File: config.mk
export PLATFORM = sky130hd
export DESIGN_NAME = seq_divider
export DESIGN_NICKNAME = d
export VERILOG_FILES = /design/src/rtl/seq_divider.sv
export SDC_FILE = /design/constraint.sdc
export NUM_CORES = 1
export LEC_CHECK = 0
export CORE_UTILIZATION = 60
export CTS_CLUSTER_SIZE = 16
export DETAILED_ROUTE_END_ITERATION = 6
export PLACE_DENSITY = 0.91
export SLEW_MARGIN = 5
export SYNTH_ARGS = -nofsm -noshare
export SYNTH_HDL_FRONTEND = slang
export SYNTH_SLANG_ARGS = --single-unit
File: constraint.sdc
create_clock -name clock -period 6.99 [get_ports clock]
set_input_delay 1.398 -clock clock [delete_from_list [all_inputs] [get_ports clock]]
set_output_delay 1.398 -clock clock [all_outputs]
set_load 0.005 [all_outputs]
File: src/rtl/seq_divider.sv
// rtl/seq_divider.sv - multi-cycle signed restoring divider, one quotient bit per clock.
// Optional remainder output: define SEQ_DIVIDER_REMAINDER_EN.
module seq_divider #(
    parameter int WIDTH = 32
) (
    input  logic             clock,
    input  logic             reset_n,
    input  logic             ctrl_div,
    input  logic [WIDTH-1:0] data_operandA,
    input  logic [WIDTH-1:0] data_operandB,
    output logic [WIDTH-1:0] data_result,
    output logic             data_exception,
    output logic             data_resultRDY,
`ifdef SEQ_DIVIDER_REMAINDER_EN
    output logic             busy,
    output logic [WIDTH-1:0] data_remainder
`else
    output logic             busy
`endif
);

    localparam int CW = (WIDTH > 2) ? $clog2(WIDTH) : 1;

    typedef enum logic [1:0] {S_IDLE, S_RUN, S_DONE} state_t;

    state_t           state, state_next;
    logic [CW-1:0]    cnt;
    logic [WIDTH-1:0] dvd;
    logic [WIDTH-1:0] rem;
    logic [WIDTH-1:0] bmag;
    logic             sign_q;
    logic             div0;
`ifdef SEQ_DIVIDER_REMAINDER_EN
    logic             sign_r;
`endif

    logic             load;
    logic             step;
    logic             finish;
    logic [WIDTH-1:0] a_mag;
    logic [WIDTH-1:0] b_mag;
    logic [WIDTH:0]   shifted;
    logic [WIDTH:0]   trial;

    always_ff @(posedge clock or negedge reset_n) begin
        if (!reset_n) begin
            state <= S_IDLE;
        end else begin
            state <= state_next;
        end
    end

    // A start pulse wins from any state; in DONE the finishing result is still written.
    always_comb begin
        state_next = state;
        case (state)
            S_IDLE:  if (ctrl_div) state_next = S_RUN;
            S_RUN:   if (ctrl_div) state_next = S_RUN;
                     else if (cnt == '0) state_next = S_DONE;
            S_DONE:  state_next = ctrl_div ? S_RUN : S_IDLE;
            default: state_next = S_IDLE;
        endcase
    end

    always_comb begin
        busy   = (state != S_IDLE);
        load   = ctrl_div;
        step   = (state == S_RUN) && !ctrl_div;
        finish = (state == S_DONE);
    end

    // Magnitudes are unsigned WIDTH-bit, so the most-negative operand keeps all its bits.
    always_comb begin
        a_mag   = data_operandA[WIDTH-1] ? -data_operandA : data_operandA;
        b_mag   = data_operandB[WIDTH-1] ? -data_operandB : data_operandB;
        shifted = {rem, dvd[WIDTH-1]};
        trial   = shifted - {1'b0, bmag};
    end

    always_ff @(posedge clock or negedge reset_n) begin
        if (!reset_n) begin
            cnt            <= '0;
            dvd            <= '0;
            rem            <= '0;
            bmag           <= '0;
            sign_q         <= 1'b0;
            div0           <= 1'b0;
            data_result    <= '0;
            data_exception <= 1'b0;
            data_resultRDY <= 1'b0;
`ifdef SEQ_DIVIDER_REMAINDER_EN
            sign_r         <= 1'b0;
            data_remainder <= '0;
`endif
        end else begin
            data_resultRDY <= finish;
            if (finish) begin
                data_result    <= div0 ? '0 : (sign_q ? -dvd : dvd);
                data_exception <= div0;
`ifdef SEQ_DIVIDER_REMAINDER_EN
                data_remainder <= div0 ? '0 : (sign_r ? -rem : rem);
`endif
            end
            if (load) begin
                dvd    <= a_mag;
                bmag   <= b_mag;
                rem    <= '0;
                cnt    <= CW'(WIDTH - 1);
                sign_q <= data_operandA[WIDTH-1] ^ data_operandB[WIDTH-1];
                div0   <= (data_operandB == '0);
`ifdef SEQ_DIVIDER_REMAINDER_EN
                sign_r <= data_operandA[WIDTH-1];
`endif
            end else if (step) begin
                // Quotient bits shift into the vacated low end of the dividend register.
                if (!trial[WIDTH]) begin
                    rem <= trial[WIDTH-1:0];
                    dvd <= {dvd[WIDTH-2:0], 1'b1};
                end else begin
                    rem <= shifted[WIDTH-1:0];
                    dvd <= {dvd[WIDTH-2:0], 1'b0};
                end
                cnt <= cnt - 1'b1;
            end
        end
    end

endmodule

-- After elaboration in Yosys (flattened, before gate mapping)
Cells that the tools add are included.
- add/sub/neg operators: 5
- equal/unequal tests: 4
- mux-type cells: 17
- bitwise gates (word level): 1
- reductions and logical operators: 8
- operator list (kind ; number):
    32-bit two-way mux ; 9
    32-bit negator ; 3
    33-bit by 32-bit subtractor with 33-bit output ; 1
    32-bit logical NOT ; 1
    5-bit two-way mux ; 2
    2-bit two-way mux ; 3
    2-bit one-hot mux with 3 select lines ; 1
    5-bit logical NOT ; 1
    5-bit by 1-bit subtractor with 5-bit output (second input constant) ; 1
    2-bit nonzero test ; 2
    3-bit inequality test (second input constant) ; 1
    2-bit by 1-bit equality test with 1-bit output (second input constant) ; 1
    2-bit equality test (second input constant) ; 1
    2-bit logical NOT ; 1
    1-bit two-way mux ; 2
    2-bit inequality test (second input constant) ; 1
    2-bit AND reduction ; 1
    1-bit logical AND ; 1
    1-bit logical NOT ; 1
    1-bit bitwise XOR ; 1
- register bits after elaboration: 139
- input port bits: 67

-- Longest topological paths before layout
Gate-level depths: netlist (run 1).
- depth after elaboration: 4
- mapped depth: 15
- gate-level depth less buffers: 13

-- Least setup slack after synthesis (run 1)
OpenSTA, ideal clock, no wires.
- path kind: input port to flip-flop
- start point: in data_operandB[1]
- end point: reg bmag[27]
- arrival: 3.636 ns
- path slack: 3.219 ns
- cell stages on the path: 9
- path buffers: 0
- cells stage by stage: or4_1 or4_1 or4_1 nor2_1 nand2_1 o31ai_1 nand2_1 xnor2_1 mux2i_1
- longest elaborated chain between the ends: 2
- RTL lines (what ; RTL line ; RTL):
    from (decl) ; 10 ; input logic [WIDTH-1:0] data_operandB,
    32-bit negator ; 75 ; b_mag = data_operandB[WIDTH-1] ? -data_operandB : data_operandB;
    32-bit two-way mux ; 75 ;
    to (signal assigned) ; 106 ; bmag <= b_mag;
    to (decl) ; 30 ; logic [WIDTH-1:0] bmag;
No other way between the ends.
A chain may end at the register's enable or synchronous reset.

-- Final worst setup path (run 1)
- start point: reg dvd[31]
- end point: reg rem[20]
- longest elaborated chain between the ends: 4
- RTL lines (what ; RTL line ; RTL):
    from (decl) ; 28 ; logic [WIDTH-1:0] dvd;
    from (signal assigned) ; 105 ; dvd <= a_mag;
    from (signal assigned) ; 118 ; dvd <= {dvd[WIDTH-2:0], 1'b1};
    from (signal assigned) ; 121 ; dvd <= {dvd[WIDTH-2:0], 1'b0};
    33-bit by 32-bit subtractor with 33-bit output ; 77 ; trial = shifted - {1'b0, bmag};
    32-bit two-way mux ; 116 ; if (!trial[WIDTH]) begin
    32-bit two-way mux ; 114 ; end else if (step) begin
    32-bit two-way mux ; 104 ; if (load) begin
    to (signal assigned) ; 117 ; rem <= trial[WIDTH-1:0];
    to (signal assigned) ; 120 ; rem <= shifted[WIDTH-1:0];
    to (decl) ; 29 ; logic [WIDTH-1:0] rem;
No other way between the ends. The select of a mux whose other input is x is not followed.

==> summary.md, run 1 <==
| Metric | Value |
|---|---|
| Synth Area per Inst | `8.575 um2` |
| Final cycle utilization of the critical path | `60.60%` |
| Synth area leaders | `dfrtp_1 (37%), o21ai_0 (5.9%), mux2i_1 (5.8%)` |
| Worst EP arrival | `4.57 ns` |
| Type of origin of the critical path | `flip-flop` |
| Adder-cell share of the synthesized area | `5.139%` |
| Critical path buffers and inverters | `2` |
| Ys flop type | `dfrtp_1` |
| Setup CP Type | `flip-flop to flip-flop` |
| Post-synth top cells | `dfrtp_1 (139), nand2_1 (131), o21ai_0 (111), a21oi_1 (89), nor2_1 (83)` |
| Yosys cell types | `63` |
| Vias | `8282` |
| Tmin final | `4.236 ns` |
| Post-synth EDFFs | `0` |
| Flops & latches, synth | `approximately 140` |
| Fin util | `72.09%` |
| Crit path cell chain | `inv_1, ha_1, inv_1, fa_1, a211oi_1, o21a_1, a21oi_1, a221oi_1, or2_2, a21o_1, or2_2, mux2_2, a211oi_1` |
| Post-synthesis cell area | `9398 um2` |
| Tot Pwr | `3.329 mW` |
| Die Ht | `127.2 um` |
| I/O pin total | `102` |
| Post-CTS sizing | `0` |
| Worst skew pair latency | `about 0.43 ns` |
| Max-Cap Viols | `0` |
| Synth Area in Compound Gates | `20.69%` |
| Largest family of logic cells by synthesized area | `compound AO/OA/AOI/OAI gates` |
| Clk pin slew, worst setup/hold paths | `0.06 ns` |
| RSZ-0062 raised after global routing | `false` |
| Site Rows | `45` |
| Avg WL per Cell | `15.90 um` |
| Initial antenna violation count | `0` |
| Number of detailed-routing iterations run before antenna repair | `5` |
| Syn Inst Count | `1096` |
| Antenna Violating Nets Remaining | `0` |
| Run status | `finished clean` |
| PortBufs | `101` |
| Area delta synth->final | `17.04%` |
| Initial DRC count | `653` |
| ANT cells | `0` |
| Final HPWL DP | `15550 um` |
| Postcts setup bufs | `0` |
| Fin Setup TNS | `0 ns` |
| Worst hold path class | `flip-flop to flip-flop` |
| Cell family with most CP delay | `compound AO/OA/AOI/OAI gates` |
| Clock Root Buffer | `clkbuf_16` |
| Slowest stage delay, CP | `about 0.70 ns` |
| Fmax | `~240 MHz` |
| Die ar. | `approximately 16000 um2` |
| Die X-Extent | `127.2 um` |
| Gr usage total | `between 20% and 30%` |
| Share of layout cells above drive strength 1 | `~4.8%` |
| Synth Area in Simple Gates | `~16%` |
| H-Tree Depth | `4` |
| Slew @ Worst Pin | `between 1 and 1.5 ns` |
| DRC viols | `0` |
| CTS Hold Bufs | `0` |
| Vias in the first global route | `7825` |
| TritonCTS buffer count | `17` |
| Max FO, Critical Path | `28` |
| Yosys warnings | `0` |
| Placed Cells | `1357` |
| Sequential fraction of the synthesis area | `37.01%` |
| Synth Area in XOR/XNOR | `10.62%` |
| Placer Congestion | `0.9214` |
| Slew headroom | `23.31%` |
| Final global-route overflow total | `0` |
| Share of Yosys cell area claimed by the top area cell type | `37.01%` |
| CTS sink count | `139` |
| Vias/cell | `5.975` |
| Crit-path slowest cell | `or2_2` |
| Initial core utilization | `61.59%` |
| Final Hold Fails | `0` |
| Net count, final | `between 1000 and 1500` |
| Max Slew Vio Count | `0` |
| First-pass GRT wire length | `36850 um` |
| Leading area contributor after synthesis | `dfrtp_1` |
| Peak supply drop | `0.0002282 V` |
| Power density over cell area | `302.6 nW/um2` |
| Post-synthesis mux area share | `6.351%` |
| Final setup violation count | `0` |
| Core region area | `15260 um2` |
| Max Clock Skew | `0.01003 ns` |
| Most common cell in the netlist | `dfrtp_1` |
| Synth async-reset ratio | `100.0%` |
| Largest net degree at the start of global routing | `between 70 and 80` |
| Post-Layout Cell Count | `1386` |
| Clk buf depth | `2` |
| DRT Wirelength | `~22000 um` |
| CP Capture Type | `flip-flop` |
| Syn Nets | `1201` |
| CTS tree | `done` |
| Leakage Power | `4.985 nW` |
| Required @ worst endpoint | `7.32 ns` |
-- layout make-up --
type,instances,area [um2]
Clock inverter,8,48.80
Inverter,50,187.7
Fill cell,1082,4259
Timing Repair Buffer,105,1040
Clock buffer,21,460.4
Multi-Input combinational cell,852,5520
Sequential cell,139,3478
Tap cell,211,264.0
-- layout by cell type (no fill, tap or decap), types with 6 or more instances in the layout --
cell type,netlist,routed
o211ai_1,7,7
nor3_1,15,15
nor2_1,83,83
or4_1,15,15
xnor2_1,54,54
a21oi_1,89,89
clkdlybuf4s50_1,0,99
dfrtp_1,139,139
o21ai_0,111,111
o41ai_1,13,13
nand2b_1,8,8
nand4_1,6,6
nand3b_1,6,6
o31ai_1,29,29
a21o_1,12,12
mux2i_1,54,54
nor4_1,7,7
nand2_1,131,131
ha_1,37,37
or2_2,7,7
a31oi_1,6,6
o21a_1,7,7
inv_1,49,49
nand3_1,12,12
clkbuf_16,0,17
nor2b_1,10,9
a211oi_1,17,17
xor2_1,60,60
-- metal layers --
metal  part of all wire (%)  track usage [%]  up-vias
met5                      0                0        -
met1                     44            37.16     3879
met2                     48            47.58      331
li1                       -                -     4023
met4                    2.5            10.36        0
met3                    5.7            5.318       49
-- worst paths after layout --
| path | start | endpoint | slack (ns) | cells after the start |
|---|---|---|---|---|
| max in group asynchronous | reset_n | rem[23]$_DFFE_PN0P_ | 4.66 | 2 |
| worst min register to register | data_result[6]$_DFFE_PN0P_ | data_result[6]$_DFFE_PN0P_ | 0.48 | 2 |
| worst min-delay path | data_result[6]$_DFFE_PN0P_ | data_result[6]$_DFFE_PN0P_ | 0.48 | 2 |
| worst max-delay path | dvd[31]$_DFFE_PN0P_ | rem[20]$_DFFE_PN0P_ | 2.75 | 13 |
| min in group asynchronous | reset_n | data_result[4]$_DFFE_PN0P_ | 0.95 | 1 |
| worst max register to register | dvd[31]$_DFFE_PN0P_ | rem[20]$_DFFE_PN0P_ | 2.75 | 13 |
-- where the power goes --
group          switching (mW)  total (mW)  internal (mW)
Combinational           0.787        1.44          0.649
Sequential              0.143        1.09          0.951
Clock                   0.337       0.798          0.462
-- state kept, by name, summed over array words and instances (netlist names) --
| name | count |
|---|---|
| bmag | 32 |
| cnt | 5 |
| data_exception | 1 |
| data_result | 32 |
| data_resultRDY | 1 |
| div0 | 1 |
| dvd | 32 |
| rem | 32 |
| sign_q | 1 |
| state | 2 |
-- worst reg2reg max path, delay by kind of cell (launching register included) --
kind | cells | cell delay, ns
muxes | 1 | 0.43
and+or+nand+nor | 2 | 0.94
buffers and inverters | 2 | 0.18
AOI/OAI and AO/OA | 6 | 1.61
DFF | 1 | 0.38
adders and majority gates | 2 | 0.61
-- through the flow --
stage | setup slack, ns | area (um2) | hold slack (ns)
finish | 2.754 | 11000 | 0.4758
detailed placement | 2.414 | 10490 | 0.4694
CTS | 2.756 | 11000 | 0.4818
global placement | 2.518 | 10490 | 0.4617
floorplan | 3.219 | 9398 | 0.4624
global route | 2.532 | 11000 | 0.4968
-- cell families after synthesis --
logic type,count (synthesis)
AO/OA/AOI/OAI,321
AND/OR/NAND/NOR,320
flip-flops,139
XOR/XNOR,114
buffers and inverters,105
multiplexers,59
adder cells (fa/ha/maj),38
(Power assumes the default switching activity.)
==> inputs of run 2 (changes only) <==
--- a/config.mk
+++ b/config.mk
@@ -5,10 +5,10 @@
 export SDC_FILE = /design/constraint.sdc
 export NUM_CORES = 1
 export LEC_CHECK = 0
-export CORE_UTILIZATION = 60
+export CORE_UTILIZATION = 52
 export CTS_CLUSTER_SIZE = 16
 export DETAILED_ROUTE_END_ITERATION = 6
-export PLACE_DENSITY = 0.91
+export PLACE_DENSITY = 0.84
 export SLEW_MARGIN = 5
 export SYNTH_ARGS = -nofsm -noshare
 export SYNTH_HDL_FRONTEND = slang
==> constraint.sdc (replaced) <==
create_clock -name clock -period 3.7 [get_ports clock]
set_input_delay 0.74 -clock clock [delete_from_list [all_inputs] [get_ports clock]]
set_output_delay 0.74 -clock clock [all_outputs]
set_load 0.005 [all_outputs]
==> run 2 against run 1 <==
Effect of this change: total power rose by 100%; non-clock buffer count increased by 33; combinational power up 100%; via count increased by 2.3%; first-iteration DRC count increased by 26%; critical path depth grew 2; global-route usage decreased by 2.9 points; final area grew 3.8%; maximum frequency rose by 22%; sequential power is 89% higher; core utilization is 6.7 points lower.
==> summary.md, run 2 (synthesis results as in run 1) <==
| Metric | Value |
|---|---|
| Most frequent cells in the layout | `dfrtp_1 (139), nand2_1 (131), o21ai_0 (111)` |
| Final setup violation count | `0` |
| I/O pin total | `slightly above 100` |
| Largest net degree at the start of global routing | `118` |
| Gr usage total | `approximately 26%` |
| Crit-path slowest cell | `or2_2` |
| Final cycle utilization of the critical path | `between 90% and 100%` |
| DRT Wirelength | `22790 um` |
| Vias/cell | `approximately 5.9` |
| Type of origin of the critical path | `flip-flop` |
| Peak supply drop | `0.0004031 V` |
| WL met2 | `around 11000 um` |
| Wire length on met1 | `9882 um` |
| Die ar. | `18610 um2` |
| R2R Setup Slk | `0.24 ns` |
| Antenna Violating Nets Remaining | `0` |
| Critical Path Start | `dvd[31]$_DFFE_PN0P_` |
| Share of layout cells above drive strength 1 | `7.845%` |
| PortBufs | `101` |
| Worst hold path class | `input port to async pin` |
| Slew @ Worst Pin | `1.077 ns` |
| FF-to-FF path depth | `15` |
| Final Hold Fails | `0` |
| WL met3 | `around 1200 um` |
| Setup CP Type | `flip-flop to flip-flop` |
| Tmin final | `3.464 ns` |
| Die Ht | `around 140 um` |
| Commonest non-fill, non-tap cell in the layout | `dfrtp_1` |
| Required @ worst endpoint | `a little over 4 ns` |
| Fmax | `~290 MHz` |
| Placer Congestion | `0.9252` |
| H-Tree Depth | `4` |
| Max Clock Skew | `0.01108 ns` |
| TritonCTS buffer count | `17` |
| Vias | `8476` |
| DRC viols | `0` |
| Final HPWL DP | `~16000 um` |
| Power density over cell area | `595.2 nW/um2` |
| Filler cells | `1374` |
| Postcts setup bufs | `0` |
| Max FO, Critical Path | `19` |
| Initial core utilization | `53.77%` |
| First-pass GRT wire length | `approximately 38000 um` |
| Tot Pwr | `6.798 mW` |
| ANT cells | `0` |
| CTS tree | `done` |
| Initial DRC count | `~800` |
| Clk buf depth | `2` |
| R2r endpoint | `rem[10]$_DFFE_PN0P_` |
| Avg WL per Cell | `15.87 um` |
| Launch point of the worst reg-to-reg path | `dvd[31]$_DFFE_PN0P_` |
| Highest routed layer | `met4` |
| Clk pin slew, worst setup/hold paths | `about 0.060 ns` |
| Post-CTS sizing | `0` |
| Final global-route overflow total | `0` |
| Max Slew Vio Count | `0` |
| Vias in the first global route | `7988` |
| Site Rows | `48` |
| Slowest stage delay, CP | `0.39 ns` |
| Die X-Extent | `136.4 um` |
| Number of detailed-routing iterations run before antenna repair | `5` |
| Worst skew pair latency | `0.44 ns` |
| CP Capture Type | `flip-flop` |
| Slew headroom | `between 20 and 30%` |
| Initial antenna violation count | `0` |
| Crit path cell chain | `inv_1, ha_1, inv_1, fa_1, a211oi_2, o21a_1, a21oi_1, a221oi_1, buf_4, or2_2, a21o_1, or2_2, buf_12, mux2i_1, a211oi_1` |
| Worst EP arrival | `3.79 ns` |
| Fin Setup TNS | `0 ns` |
| Area delta synth->final | `21.53%` |
| CTS sink count | `139` |
| Leakage Power | `5.210 nW` |
| Max-Cap Viols | `0` |
| Cell family with most CP delay | `compound AO/OA/AOI/OAI gates` |
| RSZ-0062 raised after global routing | `false` |
| Net count, final | `1303` |
| CTS Hold Bufs | `0` |
| Critical path buffers and inverters | `4` |
| Clock Root Buffer | `clkbuf_16` |
| Run status | `finished clean` |
| Core region area | `roughly 17000 um2` |
==> run 2: cell count changes in the layout (fill, tap and decap cells not counted), sizes merged <==
cell / delta
buf: +33
inv: +2
bufinv: +3
clkinvlp: -1
clkbuf: -1
==> run 2: cell type report <==
class                           count  area [um2]  share of cell area (%)
Clock buffer                       20       466.7                   4.086
Clock inverter                     12       160.2                   1.402
Sequential cell                   139        3478                   30.46
Tap cell                          225       281.5                   2.465
Multi-Input combinational cell    852        5534                   48.46
Inverter                           50       187.7                   1.643
Timing Repair Buffer              138        1313                   11.49
==> run 2: worst max path at each step <==
stage / to / slack [ns] / depth (start not counted)
floorplan: dvd[0]$_DFFE_PN0P_ / 0.45 / 15
finish: rem[10]$_DFFE_PN0P_ / 0.24 / 15
CTS: rem[10]$_DFFE_PN0P_ / 0.22 / 15
detailed placement: dvd[26]$_DFFE_PN0P_ / -0.06 / 10
global placement: dvd[26]$_DFFE_PN0P_ / -0.005 / 10
global route: rem[9]$_DFFE_PN0P_ / 0.002 / 15
==> run 2: where the power goes <==
group	leakage [nW]	internal [mW]	switching (mW)
Combinational	3.18	1.40	1.53
Sequential	1.73	1.80	0.267
Clock	0.307	1.12	0.682
==> run 2: stage by stage <==
step | hold WS [ns] | util (%) | std cells | cell area (um2) | worst slack, ns
floorplan | 0.4444 | - | 1096 | 9398 | 0.4472
global placement | 0.4616 | 61.68 | 1404 | 10780 | -0.005310
detailed placement | 0.4693 | 61.68 | 1404 | 10780 | -0.05803
CTS | 0.4418 | 65.27 | 1436 | 11410 | 0.2152
global route | 0.4701 | 65.35 | 1436 | 11420 | 0.001626
finish | 0.3503 | 65.35 | 1436 | 11420 | 0.2364
==> run 2: per-layer routing <==
layer	vias to the layer above	GRT usage, %
met2	308	44.25
met4	0	7.901
met1	4029	32.63
li1	4096	-
met3	43	4.213
met5	-	0
==> inputs of run 3 (changes only) <==
--- a/config.mk
+++ b/config.mk
@@ -5,10 +5,11 @@
 export SDC_FILE = /design/constraint.sdc
 export NUM_CORES = 1
 export LEC_CHECK = 0
-export CORE_UTILIZATION = 52
+export CORE_UTILIZATION = 59
 export CTS_CLUSTER_SIZE = 16
 export DETAILED_ROUTE_END_ITERATION = 6
-export PLACE_DENSITY = 0.84
+export DONT_BUFFER_PORTS = 1
+export PLACE_DENSITY = 0.85
 export SLEW_MARGIN = 5
 export SYNTH_ARGS = -nofsm -noshare
 export SYNTH_HDL_FRONTEND = slang
==> run 3 against run 2 <==
Effect of this change: flip-flop and latch count unchanged; die area decreased by 12%; worst setup slack improved by 0.014 ns; highest routed layer unchanged; via count decreased by 7.4%; total power decreased by 4.6%; register-to-register slack about the same; core utilization increased by 1.1 points; largest power group unchanged; combinational power decreased by 9.9%.
==> summary.md, run 3 (synthesis results as in run 1) <==
| Metric | Value |
|---|---|
| Run status | `finished clean` |
| Vias in the first global route | `7466` |
| Share of layout cells above drive strength 1 | `6.175%` |
| ANT cells | `0` |
| R2R Setup Slk | `0.25 ns` |
| Final WS setup | `0.2502 ns` |
| CTS sink count | `between 100 and 150` |
| Slew headroom | `34.48%` |
| Clk buf depth | `2` |
| Worst skew pair latency | `0.43 ns` |
| Vias/cell | `just over 6` |
| Die ar. | `16440 um2` |
| Avg WL per Cell | `16.54 um` |
| Final HPWL DP | `14980 um` |
| DRC viols | `0` |
| I/O pin total | `102` |
| Final Hold Fails | `0` |
| Peak supply drop | `0.0005195 V` |
| H-Tree Depth | `4` |
| Number of detailed-routing iterations run before antenna repair | `5` |
| Launch point of the worst reg-to-reg path | `dvd[31]$_DFFE_PN0P_` |
| Power density over cell area | `635.2 nW/um2` |
| Setup CP Type | `flip-flop to flip-flop` |
| Die X-Extent | `around 130 um` |
| Worst EP arrival | `3.77 ns` |
| Initial antenna violation count | `0` |
| Max Slew Vio Count | `0` |
| Clk pin slew, worst setup/hold paths | `0.06 ns` |
| Antenna Violating Nets Remaining | `0` |
| TritonCTS buffer count | `17` |
| Post-Layout Cell Count | `roughly 1300` |
| Max FO, Critical Path | `9` |
| CP Capture Type | `flip-flop` |
| Core region area | `15370 um2` |
| Clock Root Buffer | `clkbuf_16` |
| Fmax | `289.9 MHz` |
| Leakage Power | `between 4 and 5 nW` |
| Initial DRC count | `523` |
| R2r endpoint | `rem[29]$_DFFE_PN0P_` |
| Worst Setup EP | `rem[29]$_DFFE_PN0P_` |
| Final setup violation count | `0` |
| Gr usage total | `27.20%` |
| Most frequent cells in the layout | `dfrtp_1 (139), nand2_1 (131), o21ai_0 (111)` |
| Commonest non-fill, non-tap cell in the layout | `dfrtp_1` |
| Final global-route overflow total | `0` |
| FF-to-FF path depth | `15` |
| Placed Cells | `1262` |
| Critical Path Start | `dvd[31]$_DFFE_PN0P_` |
| Slew @ Worst Pin | `0.9828 ns` |
| Final cycle utilization of the critical path | `93.24%` |
| Max-Cap Viols | `0` |
| Worst hold path class | `input port to async pin` |
| Max Clock Skew | `a little over 0.009 ns` |
| Setup Slack @ Placement | `between 0.15 and 0.2 ns` |
| Placer Congestion | `0.9002` |
| Area delta synth->final | `8.627%` |
| Largest net degree at the start of global routing | `approximately 150` |
| CTS tree | `done` |
| Net count, final | `between 1000 and 1500` |
| DRT Wirelength | `roughly 21000 um` |
| Required @ worst endpoint | `approximately 4.0 ns` |
| Initial core utilization | `around three fifths` |
| PortBufs | `0` |
| Hold_ws | `between 0.01 and 0.015 ns` |
| Tmin final | `3.450 ns` |
| Vias | `7852` |
| First-pass GRT wire length | `about 35000 um` |
| Site Rows | `45` |
| Type of origin of the critical path | `flip-flop` |
| Die Ht | `128.2 um` |
| Postcts setup bufs | `0` |
-- run 3: what timing repair did --
action | in CTS | in global routing
endpoints found under the hold margin | 30 | 2
hold buffers | 2 | 1
setup endpoints to repair | 0 | 27
resized for setup | 0 | 5
-- run 3: cell type report --
class	instances	area (um2)
Multi-Input combinational cell	852	5542
Clock buffer	19	442.9
Timing Repair Buffer	13	131.4
Sequential cell	139	3478
Fill cell	1198	5162
Clock inverter	12	162.7
Tap cell	211	264.0
Inverter	50	187.7
-- run 3: where the power goes --
| part | leakage [nW] | switching [mW] | internal [mW] | total, mW |
|---|---|---|---|---|
| clock network | 0.296 | 0.673 | 1.08 | 1.76 |
| registers | 1.73 | 0.294 | 1.80 | 2.09 |
| logic | 2.68 | 1.42 | 1.22 | 2.64 |
-- run 3: worst min-delay path by stage --
| stage | from | endpoint | slack [ns] | cells after the start |
|---|---|---|---|---|
| global route | reset_n | rem[10]$_DFFE_PN0P_ | -0.001 | 0 |
| CTS | reset_n | dvd[5]$_DFFE_PN0P_ | 0.0003 | 0 |
| floorplan | reset_n | bmag[0]$_DFFE_PN0P_ | 0.44 | 0 |
| global placement | reset_n | data_result[2]$_DFFE_PN0P_ | 0.45 | 0 |
| finish | reset_n | cnt[1]$_DFFE_PN0P_ | 0.01 | 0 |
| detailed placement | reset_n | data_result[3]$_DFFE_PN0P_ | 0.45 | 0 |
-- run 3: routing by layer --
metal | part of all wire (%) | GRT usage (%)
met4 | 1.6 | 8.097
met5 | 0 | 0
met1 | 46 | 36.01
met3 | 6.3 | 6.553
met2 | 46 | 44.07
-- run 3: stage by stage --
step	utilization [%]	setup TNS (ns)	total power [mW]	cell area, um2
2_1_floorplan	-	0	4.129	9398
3_5_place_dp	62.05	0	4.637	9538
4_1_cts	66.19	0	6.425	10170
5_1_grt	66.41	-0.05478	6.908	10210
3_3_place_gp	62.05	0	4.548	9538
6_report	66.41	0	6.484	10210
-- run 3: critical path: stages, from the launching register on --
cell and delay (ns):
dfrtp_1 0.35, inv_1 0.09, ha_1 0.22, inv_1 0.07, fa_1 0.22, a211oi_1 0.09, o21a_2 0.25, a21oi_1 0.29
a221oi_2 0.10, buf_4 0.16, or2_2 0.34, a21o_1 0.24, nor2_1 0.34, buf_4 0.25, nand2_1 0.07, a311oi_1 0.28
